[src/rtl/seven_seg_scanner_pkg.sv]
// Shared types and helpers for the seven-segment scan controller.
// Scan states, blank segment pattern and pin polarity helpers.
package seven_seg_scanner_pkg;

  typedef enum logic {
    ST_BLANK = 1'b0,
    ST_SHOW  = 1'b1
  } scan_state_e;

  localparam logic [6:0] SEG_BLANK = 7'b000_0000;

  // Apply pin polarity to a segment pattern.
  function automatic logic [6:0] seg_pin(
    input logic [6:0] s,
    input bit         low
  );
    return low ? ~s : s;
  endfunction

  // Apply pin polarity to a single-bit drive.
  function automatic logic bit_pin(
    input logic b,
    input bit   low
  );
    return low ? ~b : b;
  endfunction

endpackage

[src/rtl/seven_seg_scanner_decoder.sv]
// Hex nibble to seven-segment pattern, active-high.
// Bit 0 is segment a, bit 6 is segment g.
module seven_seg_scanner_decoder (
  input  logic [3:0] hex,
  output logic [6:0] seg
);

  // Pure lookup of the glyph for one nibble.
  always_comb begin
    seg = 7'b000_0000;
    unique case (hex)
      4'h0: seg = 7'h3F;
      4'h1: seg = 7'h06;
      4'h2: seg = 7'h5B;
      4'h3: seg = 7'h4F;
      4'h4: seg = 7'h66;
      4'h5: seg = 7'h6D;
      4'h6: seg = 7'h7D;
      4'h7: seg = 7'h07;
      4'h8: seg = 7'h7F;
      4'h9: seg = 7'h6F;
      4'hA: seg = 7'h77;
      4'hB: seg = 7'h7C;
      4'hC: seg = 7'h39;
      4'hD: seg = 7'h5E;
      4'hE: seg = 7'h79;
      4'hF: seg = 7'h71;
    endcase
  end

endmodule

[src/rtl/seven_seg_scanner.sv]
// Time-multiplexed scan controller for an N-digit 7-segment display.
// Blank gap per slot, double-buffered digits, registered pin drive.
module seven_seg_scanner
  import seven_seg_scanner_pkg::*;
#(
  parameter int DIGITS         = 4,
  parameter int DIV            = 50000,
  parameter int BLANK          = 500,
  parameter bit SEG_ACTIVE_LOW = 1'b0,
  parameter bit AN_ACTIVE_LOW  = 1'b1
) (
  input  logic                  clk,
  input  logic                  rst_n,
  input  logic [4*DIGITS-1:0]   value,
  input  logic [DIGITS-1:0]     dp_in,
  input  logic [DIGITS-1:0]     digit_en,
  input  logic                  load,
  output logic [6:0]            seg,
  output logic                  dp,
  output logic [DIGITS-1:0]     an,
  output logic                  frame_start
);

  localparam int CW = $clog2(DIV);
  localparam int IW = (DIGITS > 1) ? $clog2(DIGITS) : 1;
  localparam int BW = 5 * DIGITS;
  localparam logic [CW-1:0] CNT_MAX = CW'(DIV - 1);
  localparam logic [CW-1:0] BLK_LAST =
    CW'((BLANK > 0) ? BLANK - 1 : 0);
  localparam logic [IW-1:0] IDX_MAX = IW'(DIGITS - 1);
  localparam scan_state_e ST_INIT =
    (BLANK > 0) ? ST_BLANK : ST_SHOW;
  localparam logic [DIGITS-1:0] AN_OFF =
    AN_ACTIVE_LOW ? {DIGITS{1'b1}} : {DIGITS{1'b0}};

  logic [CW-1:0]     cnt_q, cnt_d;
  logic [IW-1:0]     idx_q, idx_d;
  scan_state_e       state_q, state_d;
  logic [BW-1:0]     pend_q, pend_d;
  logic [BW-1:0]     act_q, act_d;
  logic              wrap_q, wrap_d;
  logic [6:0]        seg_q, seg_d;
  logic              dp_q, dp_d;
  logic [DIGITS-1:0] an_q, an_d;
  logic              fs_q, fs_d;

  logic              slot_end;
  logic              boundary;
  logic [3:0]        nib;
  logic              dp_sel;
  logic              en_sel;
  logic [6:0]        dec_seg;
  logic              show;
  logic [DIGITS-1:0] an_raw;

  seven_seg_scanner_decoder u_dec (
    .hex (nib),
    .seg (dec_seg)
  );

  // Slot counter, digit index, FSM and double buffer next state.
  always_comb begin
    slot_end = (cnt_q == CNT_MAX);
    boundary = slot_end && (idx_q == IDX_MAX);
    cnt_d    = slot_end ? '0 : cnt_q + 1'b1;
    idx_d    = idx_q;
    if (slot_end) begin
      idx_d = (idx_q == IDX_MAX) ? '0 : idx_q + 1'b1;
    end
    state_d = state_q;
    case (state_q)
      ST_BLANK: if (cnt_q == BLK_LAST) state_d = ST_SHOW;
      ST_SHOW:  if (slot_end && BLANK > 0) state_d = ST_BLANK;
      default:  state_d = ST_INIT;
    endcase
    pend_d = load ? {dp_in, value} : pend_q;
    act_d  = boundary ? pend_d : act_q;
    wrap_d = boundary;
  end

  // Select the active buffer fields of the digit being scanned.
  always_comb begin
    nib    = 4'h0;
    dp_sel = 1'b0;
    en_sel = 1'b0;
    for (int i = 0; i < DIGITS; i++) begin
      if (idx_q == IW'(i)) begin
        nib    = act_q[4*i +: 4];
        dp_sel = act_q[4*DIGITS + i];
        en_sel = digit_en[i];
      end
    end
  end

  // Pin drive for the next output cycle.
  always_comb begin
    show   = (state_q == ST_SHOW) && en_sel;
    an_raw = show ? (DIGITS'(1) << idx_q) : '0;
    an_d   = AN_ACTIVE_LOW ? ~an_raw : an_raw;
    seg_d  = seg_pin(show ? dec_seg : SEG_BLANK,
                     SEG_ACTIVE_LOW);
    dp_d   = bit_pin(show && dp_sel, SEG_ACTIVE_LOW);
    fs_d   = wrap_q;
  end

  // All state and output registers.
  always_ff @(posedge clk) begin
    if (!rst_n) begin
      cnt_q   <= '0;
      idx_q   <= '0;
      state_q <= ST_INIT;
      pend_q  <= '0;
      act_q   <= '0;
      wrap_q  <= 1'b0;
      an_q    <= AN_OFF;
      seg_q   <= seg_pin(SEG_BLANK, SEG_ACTIVE_LOW);
      dp_q    <= bit_pin(1'b0, SEG_ACTIVE_LOW);
      fs_q    <= 1'b0;
    end else begin
      cnt_q   <= cnt_d;
      idx_q   <= idx_d;
      state_q <= state_d;
      pend_q  <= pend_d;
      act_q   <= act_d;
      wrap_q  <= wrap_d;
      an_q    <= an_d;
      seg_q   <= seg_d;
      dp_q    <= dp_d;
      fs_q    <= fs_d;
    end
  end

  assign seg         = seg_q;
  assign dp          = dp_q;
  assign an          = an_q;
  assign frame_start = fs_q;

endmodule

[config.mk]
export PLATFORM = sky130hd
export DESIGN_NAME = seven_seg_scanner
export DESIGN_NICKNAME = d
export VERILOG_FILES = /design/src/rtl/seven_seg_scanner_pkg.sv /design/src/rtl/seven_seg_scanner_decoder.sv /design/src/rtl/seven_seg_scanner.sv
export SDC_FILE = /design/constraint.sdc
export NUM_CORES = 1
export LEC_CHECK = 0
export CORE_MARGIN = 8
export CORE_UTILIZATION = 45
export CTS_CLUSTER_DIAMETER = 120
export DETAILED_ROUTE_END_ITERATION = 10
export PLACE_DENSITY = 0.67
export SLEW_MARGIN = 20
export SYNTH_ARGS = -nofsm -noshare
export SYNTH_HDL_FRONTEND = slang
export SYNTH_SLANG_ARGS = --single-unit
[constraint.sdc]
create_clock -name clk -period 3 [get_ports clk]
set_input_delay 0.3 -clock clk [delete_from_list [all_inputs] [get_ports clk]]
set_output_delay 0.3 -clock clk [all_outputs]
set_load 0.05 [all_outputs]
# Word-level counts from Yosys, hierarchy flattened

Memories as Yosys holds them, arrays and structs flattened. A register that Yosys moved wholly into a read port is not among the register bits.
Cells that the tools add are included.
W data, S select, Z words.

$add $sub $neg: 2
$mul: 0
Div/mod/pow operators: 0
Order comparisons: 0
Eq/ne operators: 5
Shift operators: 1
Multiplexer cells: 18
Bitwise operators: 3
Reduce and logical (&&, ||, !) cells: 7

Operator list:

| cell                    | count |
|---|---|
| $mux W20                | 1 |
| $mux W4                 | 5 |
| $add A16 B1 Y16 const B | 1 |
| $eq A16 B16 Y1 const B  | 1 |
| $eq A16 B9 Y1 const B   | 1 |
| $mux W1                 | 10 |
| $eq A2 B2 Y1 const B    | 2 |
| $not A4 Y4              | 1 |
| $shl A1 B2 Y4 const A   | 1 |
| $logic_and A1 B1 Y1     | 3 |
| $add A2 B1 Y2 const B   | 1 |
| $eq A2 B1 Y1 const B    | 1 |
| $logic_not A2 Y1        | 1 |
| $mux W2                 | 1 |
| $not A1 Y1              | 2 |
| $pmux W1 S2             | 1 |
| $reduce_and A2 Y1       | 1 |
| $reduce_or A2 Y1        | 1 |
| $logic_not A1 Y1        | 1 |

Register bits: 66
Latch bits: 0
Memory bits (writable): 0
ROM bits: 112
Input port bits: 27
Output and inout bits: 13
Word-level logic and storage cells: 46
Memories: 1

Memory list:

| name             | depth | width | read ports | clocked after memory_dff | write ports | line                            | RTL |
|---|---|---|---|---|---|---|---|
| (name not given) | 16    | 7     | 1          | 1                        | 0           | seven_seg_scanner_decoder.sv:11 | `unique case (hex)` |

# Depth between registers and ports, before layout

Gate-level depths: netlist (run 1).

Word-level depth: 8
Depth in mapped cells: 10
Mapped depth without buffers: 9

# Cells and area by module

From an unflattened synthesis (run 1), not the netlist that was laid out.

Cells, all modules: 336
Area total of the unflattened synthesis: 3294.4 µm²

Modules (own cells, without submodules):

| module                    | times used | cells each | area each (µm²) | sequential area each (µm²) |
|---|---|---|---|---|
| seven_seg_scanner         | 1          | 303        | 3006.6          | 1461.4 |
| seven_seg_scanner_decoder | 1          | 33         | 287.8           | 0.0 |

# Least setup slack after synthesis (run 1)

OpenSTA, ideal clock, no wires.

Path kind: reg2reg
Start: register idx_q[0]
End: register seg_q[5] (netlist: seg[5])
Setup time: 0.126 ns
Data arrival time: 2.302 ns
Data required time: 2.874 ns
Setup slack: 0.572 ns
Stages on the path, launching flop included: 11
Buffers on the path: 1
Clock period less this slack: 2.428 ns
Cell sequence: dfxtp_1 inv_1 ha_1 clkbuf_1 nor3b_1 a221oi_1 inv_1 ha_1 or2_2 a21oi_1 a211oi_1

Longest elaborated chain between the ends: 8
Elaborated cells between the ends (all ways): 15
Classes of those cells: eq/ne (3); mux (8); reduce/logical (4)

Ends and longest elaborated chain:

| item                               | line                     | RTL |
|---|---|---|
| start: declaration                 | seven_seg_scanner.sv:37  | `logic [IW-1:0] idx_q, idx_d;` |
| start signal: assignment           | seven_seg_scanner.sv:121 | `idx_q <= idx_d;` |
| $logic_not A2 Y1                   | seven_seg_scanner.sv:87  | `if (idx_q == IW'(i)) begin` |
| $mux W1 (4 in series)              | seven_seg_scanner.sv:87  |  |
| $logic_and A1 B1 Y1                | seven_seg_scanner.sv:97  | `show = (state_q == ST_SHOW) && en_sel;` |
| $reduce_and A2 Y1 (no source line) | n/a                      |  |
| $logic_not A1 Y1 (no source line)  | n/a                      |  |
| end: declaration                   | seven_seg_scanner.sv:42  | `logic [6:0] seg_q, seg_d;` |

Several ways; a longest one is shown, not always the timed one.
A chain may end at the register's enable or synchronous reset.

# Final worst setup path (run 1)

Start: register idx_q[0]
End: register seg_q[6] (netlist: seg[6])

The elaborated chain is that of the path after synthesis.

==> results.py, run 1 <==
metrics = {
    "clock_network": {
        "clkTransAtPathRegs_ps": 70,
        "cts_tree": "built",
        "cts_resized": 0,
        "hold_buffers": 0,
        "post-cts-setup-buffers": 0,
        "htreeDepth": 3,
        "clk_latency_ps": 350,
        "cts_made_buffers": 9,
        "clock_sink_count": 73,
        "cts.path.max_buffers": 2,
        "cts_root_buffer": "clkbuf_8",
    },
    "placement": {
        "dpl.hpwl_um": 4430,
        "gp_congestion": 0.747,
        "io_buffer_count": 39,
    },
    "yosys": {
        "synth-seq-cells": 73,
        "syn_avg_cell_area_um2": 9.80,
        "syn_area_um2": 3180,
        "ys_async_sr_fraction": 0,
        "synthFlopType": "dfxtp_1",
        "synthCells": 325,
        "synth_nets": 364,
        "synth_cell_types": 46,
        "seq_area_frac_synth": 0.459,
        "synth_edf_count": 0,
        "yosys_warnings": 0,
    },
    "setup_path": {
        "slowest_delay_ps": 530,
        "crit_slowest_cell": "ha_1",
        "worstPathArrival_ps": 2880,
        "reg2reg_to": "seg[6]$_SDFF_PN0_",
        "reg2reg_depth": 7,
        "rrSetupSlack_ps": 370,
        "crit_path_end": "seg[6]$_SDFF_PN0_",
        "crit_path_end_kind": "flop",
        "r2r-start": "idx_q[0]$_SDFFE_PN0N_",
        "path_cells": "ha_1 -> a211oi_1 -> a221oi_1 -> inv_1 -> ha_1 -> mux2_2 -> a221oi_1",
        "startpoint": "idx_q[0]$_SDFFE_PN0N_",
        "path_class": "flop to flop",
        "required_ps": 3250,
        "cp_max_fo": 17,
        "start_kind": "flop",
    },
    "final_layout": {
        "syn2layout_area_growth_pct": 19.8,
        "num_antenna_cells": 0,
        "final_common_cell": "dfxtp_1",
        "fill_cells": 639,
        "drive_above_1_share": 0.123,
        "nNetsFinal": 402,
        "final_cell_mix": "dfxtp_1, nor2_1, clkdlybuf4s50_1",
    },
    "floorplanning": {
        "dieArea_um2": 10000,
        "core.rowCount": 30,
        "die_w_um": 100,
        "core_um2": 6830,
        "num_io_pins": 40,
        "initial_utilization": 0.466,
        "chipHeight_um": 100,
    },
    "power": {
        "vdd.ir_drop.worst_uv": 346,
        "p_comb_frac": 0.058,
        "p_sw_frac": 0.228,
        "p_sw_uw": 401,
        "clkPwrFrac": 0.376,
        "intPower_uw": 1350,
        "seqPwrFrac": 0.566,
        "power_uw": 1760,
        "power.leakage_uw": 0.00141,
        "p_per_area_nw_per_um2": 460,
    },
    "detailed_routing": {
        "wl_per_cell_um": 13.5,
        "vias_per_cell": 5.04,
        "drcViolationCount": 0,
        "ant_nets": 0,
        "vias": 2332,
        "drtIter0Drc": 63,
        "wirelength_um": 6270,
        "drt_pass1_iterations": 4,
    },
    "timing": {
        "period_needed_ps": 2630,
        "slew_violations": 0,
        "slew-limit-headroom": 0.548,
        "fmax_mhz": 380,
        "tightest_slew_ps": 670,
        "setup-tns-final_ps": 0,
        "finClkSkew_ps": 10.7,
        "final-hold-violation-count": 0,
        "min_period_over_period": 0.876,
        "setup_viol": 0,
        "rsz0062_at_grt": "false",
    },
    "global_routing": {
        "grt_pass1_vias": 2336,
        "grt_max_degree": 41,
        "grt_pass1_wl_um": 10500,
        "gr-total-overflow": 0,
        "gr-usage-all-layers": 0.131,
        "antenna_found_initial": 0,
    },
    "job": {
        "cap_viol_max_count": 0,
    },
    "status": {
        "status": "complete, no violations",
    },
    "worst_hold_path": {
        "holdCritPathClass": "flop to flop",
    },
}
[worst max-delay path, delay by kind of cell (launching register included)]
| family | cells | cell delay (ps) |
|---|---|---|
| flip-flops | 1 | 400 |
| adder cells (fa/ha/maj) | 2 | 780 |
| buffers and inverters | 1 | 230 |
| AO/OA/AOI/OAI | 3 | 850 |
| multiplexers | 1 | 260 |
[state kept, by name (all words and copies together) (netlist names)]
signal,count
cnt_q,16
seg,7
frame_start,1
state_q,1
an,4
idx_q,2
pend_q,20
dp,1
act_q,20
fs_d,1
[cells by family after synthesis]
family	Yosys count	share of synthesized area
buf+inv	29	0.0444
fa+ha+maj	12	0.0472
mux	23	0.0727
xor+xnor	13	0.0358
flops	73	0.459
simple gates	128	0.198
compound gates	47	0.143
[per-stage QoR]
stage               hold slack, ps  cells  utilization  cell area, µm²  setup WS [ps]
finish                         446    463        0.558            3810            372
global placement               423    448        0.535            3650            521
CTS                            446    463        0.558            3810            356
global route                   469    463        0.558            3810           39.3
detailed placement             432    448        0.535            3650            408
floorplan                      412    325            -            3180            572
[cell usage after synthesis, types with 2 or more instances]
| cell type | n | area [µm²] |
|---|---|---|
| dfxtp_1 | 73 | 1460 |
| nor2_1 | 65 | 244 |
| mux2i_1 | 22 | 220 |
| a211oi_2 | 20 | 250 |
| nand2_1 | 18 | 67.6 |
| ha_1 | 12 | 150 |
| inv_1 | 10 | 37.5 |
| clkbuf_1 | 7 | 26.3 |
| xor2_1 | 7 | 61.3 |
| a21oi_1 | 6 | 30.0 |
| nand3_1 | 6 | 30.0 |
| xnor2_1 | 6 | 52.6 |
| a211oi_1 | 5 | 37.5 |
| a221oi_1 | 5 | 43.8 |
| buf_2 | 5 | 25.0 |
| nor2b_1 | 5 | 31.3 |
| nor3_1 | 5 | 25.0 |
| nor3b_1 | 5 | 37.5 |
| nand3b_1 | 4 | 30.0 |
| and3_1 | 3 | 18.8 |
| buf_4 | 3 | 22.5 |
| nand4_1 | 3 | 18.8 |
| o21ai_0 | 3 | 15.0 |
| and2_1 | 2 | 12.5 |
| and4_1 | 2 | 17.5 |
| buf_6 | 2 | 22.5 |
| nand2b_1 | 2 | 12.5 |
[worst min path at each step]
stage	startpoint	end	cells past startpoint
final	fs_d$_SDFF_PN0_	frame_start$_SDFF_PN0_	1
after global routing	fs_d$_SDFF_PN0_	frame_start$_SDFF_PN0_	1
after CTS	fs_d$_SDFF_PN0_	frame_start$_SDFF_PN0_	1
after detailed placement	fs_d$_SDFF_PN0_	frame_start$_SDFF_PN0_	1
after global placement	fs_d$_SDFF_PN0_	frame_start$_SDFF_PN0_	1
after floorplan	fs_d$_SDFF_PN0_	frame_start$_SDFF_PN0_	1
[layer usage]
layer | vias up | track usage | part of all wire
met5 | - | 0 | 0
li1 | 1199 | - | -
met1 | 1086 | 0.152 | 0.48
met2 | 36 | 0.211 | 0.45
met4 | 0 | 0.0628 | 0.018
met3 | 11 | 0.0464 | 0.051
[power groups by stage]
stage / Combinational, µW / Sequential (µW) / Clock [µW]
final: 101 / 994 / 660
after global placement: 101 / 1020 / 0
after detailed placement: 101 / 1020 / 0
after CTS: 102 / 994 / 676
after global routing: 111 / 995 / 709
after floorplan: 54.7 / 1010 / 0
[area by class of cell]
type,instances,area [µm²],area share
Clock buffer,12,145,0.0380
Clock inverter,3,17.5,0.00459
Inverter,11,41.3,0.0108
Multi-Input combinational cell,223,1580,0.415
Sequential cell,73,1460,0.383
Tap cell,96,120,0.0315
Timing Repair Buffer,45,448,0.117
Power figures use the tool's default switching activity.
==> inputs of run 2 (changes only) <==
--- a/config.mk
+++ b/config.mk
@@ -5,6 +5,7 @@
 export SDC_FILE = /design/constraint.sdc
 export NUM_CORES = 1
 export LEC_CHECK = 0
+export ABC_AREA = 1
 export CORE_MARGIN = 8
 export CORE_UTILIZATION = 45
 export CTS_CLUSTER_DIAMETER = 120
==> run 2 against run 1 <==
  * Critical path depth decreased by 2
  * Die area is 3.6% higher
  * Maximum frequency is 22% higher
  * Combinational power up 8%
  * Synthesized area increased by 4.3%
  * Routed wire length up 14%
  * Register-to-register slack better by 470 ps
  * Via count increased by 24%
  * First-iteration DRC count grew 27%
  * Worst hold slack worse by 23 ps
  * Largest power group unchanged
==> results.py, run 2 <==
metrics = {
    "status": {
        "status": "complete, no violations",
    },
    "final_layout": {
        "syn2layout_area_growth_pct": 21.6,
        "final_cell_mix": "nand2_1, dfxtp_1, inv_1",
        "final_cell_area_um2": 4040,
        "nNetsFinal": 545,
        "reg_top3": "act_q: 20 flops, pend_q: 20 flops, cnt_q: 16 flops",
        "num_antenna_cells": 0,
        "final_common_cell": "nand2_1",
        "drive_above_1_share": 0.0608,
    },
    "floorplanning": {
        "initial_utilization": 0.460,
        "core_um2": 7210,
        "die_w_um": 102,
        "num_io_pins": 40,
        "dieArea_um2": 10400,
        "chipHeight_um": 102,
        "core.rowCount": 31,
    },
    "placement": {
        "gp_congestion": 0.847,
        "io_buffer_count": 39,
        "post-place-ws_ps": 899,
        "post_dp_cell_area_um2": 3790,
        "dpl.hpwl_um": 5190,
    },
    "detailed_routing": {
        "drt_pass1_iterations": 4,
        "drcViolationCount": 0,
        "wirelength_um": 7110,
        "drtIter0Drc": 80,
        "wl_per_cell_um": 11.7,
        "vias_per_cell": 4.76,
        "ant_nets": 0,
        "vias": 2896,
    },
    "power": {
        "vdd.ir_drop.worst_uv": 265,
        "power.leakage_uw": 0.00171,
        "p_per_area_nw_per_um2": 512,
    },
    "yosys": {
        "yosys_warnings": 0,
        "synth_area_leaders": "dfxtp_1, nand2_1, inv_1",
        "synthFlopType": "dfxtp_1",
        "syn_avg_cell_area_um2": 7.11,
        "seq_area_frac_synth": 0.440,
        "synthCells": 467,
        "synth-seq-cells": 73,
        "yosysTopAreaCellShare": 0.440,
        "synth_top_area_cell": "dfxtp_1",
        "synth_most_common_cell": "nand2_1",
        "synth_edf_count": 0,
        "synth_cell_types": 31,
        "syn_area_um2": 3320,
        "synth_common_cells": "nand2_1, dfxtp_1, inv_1",
        "synth_nets": 506,
        "ys_async_sr_fraction": 0,
    },
    "timing": {
        "whs_ps": 423,
        "fmax_mhz": 464,
        "timing.final.ws_setup_ps": 843,
        "period_needed_ps": 2160,
        "min_period_over_period": 0.719,
        "finClkSkew_ps": 14.4,
        "slew-limit-headroom": 0.581,
        "tightest_slew_ps": 622,
        "final-hold-violation-count": 0,
        "setup-tns-final_ps": 0,
        "slew_violations": 0,
        "rsz0062_at_grt": "false",
        "setup_viol": 0,
    },
    "setup_path": {
        "slowest_delay_ps": 570,
        "critPathTopFamily": "compound AO/OA/AOI/OAI gates",
        "start_kind": "flop",
        "path_cells": "ha_1 -> inv_1 -> o21ai_0 -> o21ai_0 -> nor2_1",
        "path_class": "flop to flop",
        "required_ps": 3270,
        "worstPathArrival_ps": 2430,
        "cpMostUsedCell": "o21ai_0",
        "path_buf_inv": 1,
        "crit_slowest_cell": "ha_1",
        "cp_max_fo": 17,
        "crit_path_end_kind": "flop",
    },
    "global_routing": {
        "gr-total-overflow": 0,
        "grt_pass1_wl_um": 12200,
        "antenna_found_initial": 0,
        "grt_pass1_vias": 2754,
        "gr-usage-all-layers": 0.147,
        "grt_max_degree": 41,
    },
    "clock_network": {
        "htreeDepth": 3,
        "cts_tree": "built",
        "clk_latency_ps": 350,
        "clock_sink_count": 73,
        "clkTransAtPathRegs_ps": 80,
        "post-cts-setup-buffers": 0,
        "cts.path.max_buffers": 2,
        "cts_root_buffer": "clkbuf_8",
        "hold_buffers": 0,
        "cts_made_buffers": 9,
        "cts_resized": 0,
    },
    "job": {
        "cap_viol_max_count": 0,
    },
    "worst_hold_path": {
        "holdCritPathClass": "flop to flop",
    },
}
## run 2: cell types whose count changed after synthesis, sizes merged, moves of 22 or more
cell    delta
a21oi     +39
a211oi    -24
o21ai     +27
mux2i     -22
inv       +63
nand2     +93
## run 2: power breakdown
| group | switching [µW] | internal, µW | leakage (µW) |
|---|---|---|---|
| clock | 363 | 597 | 0.000126 |
| sequential | 6.06 | 990 | 0.000594 |
| combinational | 57.5 | 51.9 | 0.000989 |
| total | 427 | 1640 | 0.00171 |
## run 2: metal layers
layer	part of all wire	global-route usage	up-vias	wire length [µm]
met4	0.021	0.0801	0	148
met3	0.055	0.0395	12	390
met2	0.43	0.227	70	3080
met1	0.49	0.182	1261	3500
met5	0	0	-	0
li1	-	-	1553	-
## run 2: kinds of logic (layout without fill, tap and decap cells)
logic type      Yosys count  after routing  share of synthesized area
xor+xnor                  5              5                     0.0132
flops                    73             73                      0.440
fa+ha+maj                12             12                     0.0452
buf+inv                  87            130                      0.104
simple gates            212            212                      0.275
compound gates           78             78                      0.122
## run 2: layout make-up
type | instances | area [µm²]
Tap cell | 99 | 124
Inverter | 74 | 283
Clock inverter | 4 | 98.8
Timing Repair Buffer | 41 | 405
Clock buffer | 11 | 151
Sequential cell | 73 | 1460
Fill cell | 739 | 3180
Multi-Input combinational cell | 307 | 1510
## run 2: per-stage QoR
stage / std cells / power [µW] / utilization
3_3_place_gp: 594 / 1130 / 0.525
6_report: 609 / 2060 / 0.559
5_1_grt: 609 / 2140 / 0.559
3_5_place_dp: 594 / 1130 / 0.525
2_1_floorplan: 467 / 1080 / -
4_1_cts: 609 / 2090 / 0.559
## run 2: final timing paths
check             depth (start not counted)                endpoint             startpoint  slack, ps
hold / removal                            2  frame_start$_SDFF_PN0_        fs_d$_SDFF_PN0_        420
setup reg to reg                          5       seg[4]$_SDFF_PN0_  idx_q[0]$_SDFFE_PN0N_        840
setup / recovery                          5       seg[4]$_SDFF_PN0_  idx_q[0]$_SDFFE_PN0N_        840
hold reg to reg                           2  frame_start$_SDFF_PN0_        fs_d$_SDFF_PN0_        420
## run 2: worst reg2reg max path, cell delays in order, from the launching register on
cell	delay (ps)
dfxtp_1	390
ha_1	570
inv_1	230
o21ai_0	560
o21ai_0	190
nor2_1	140
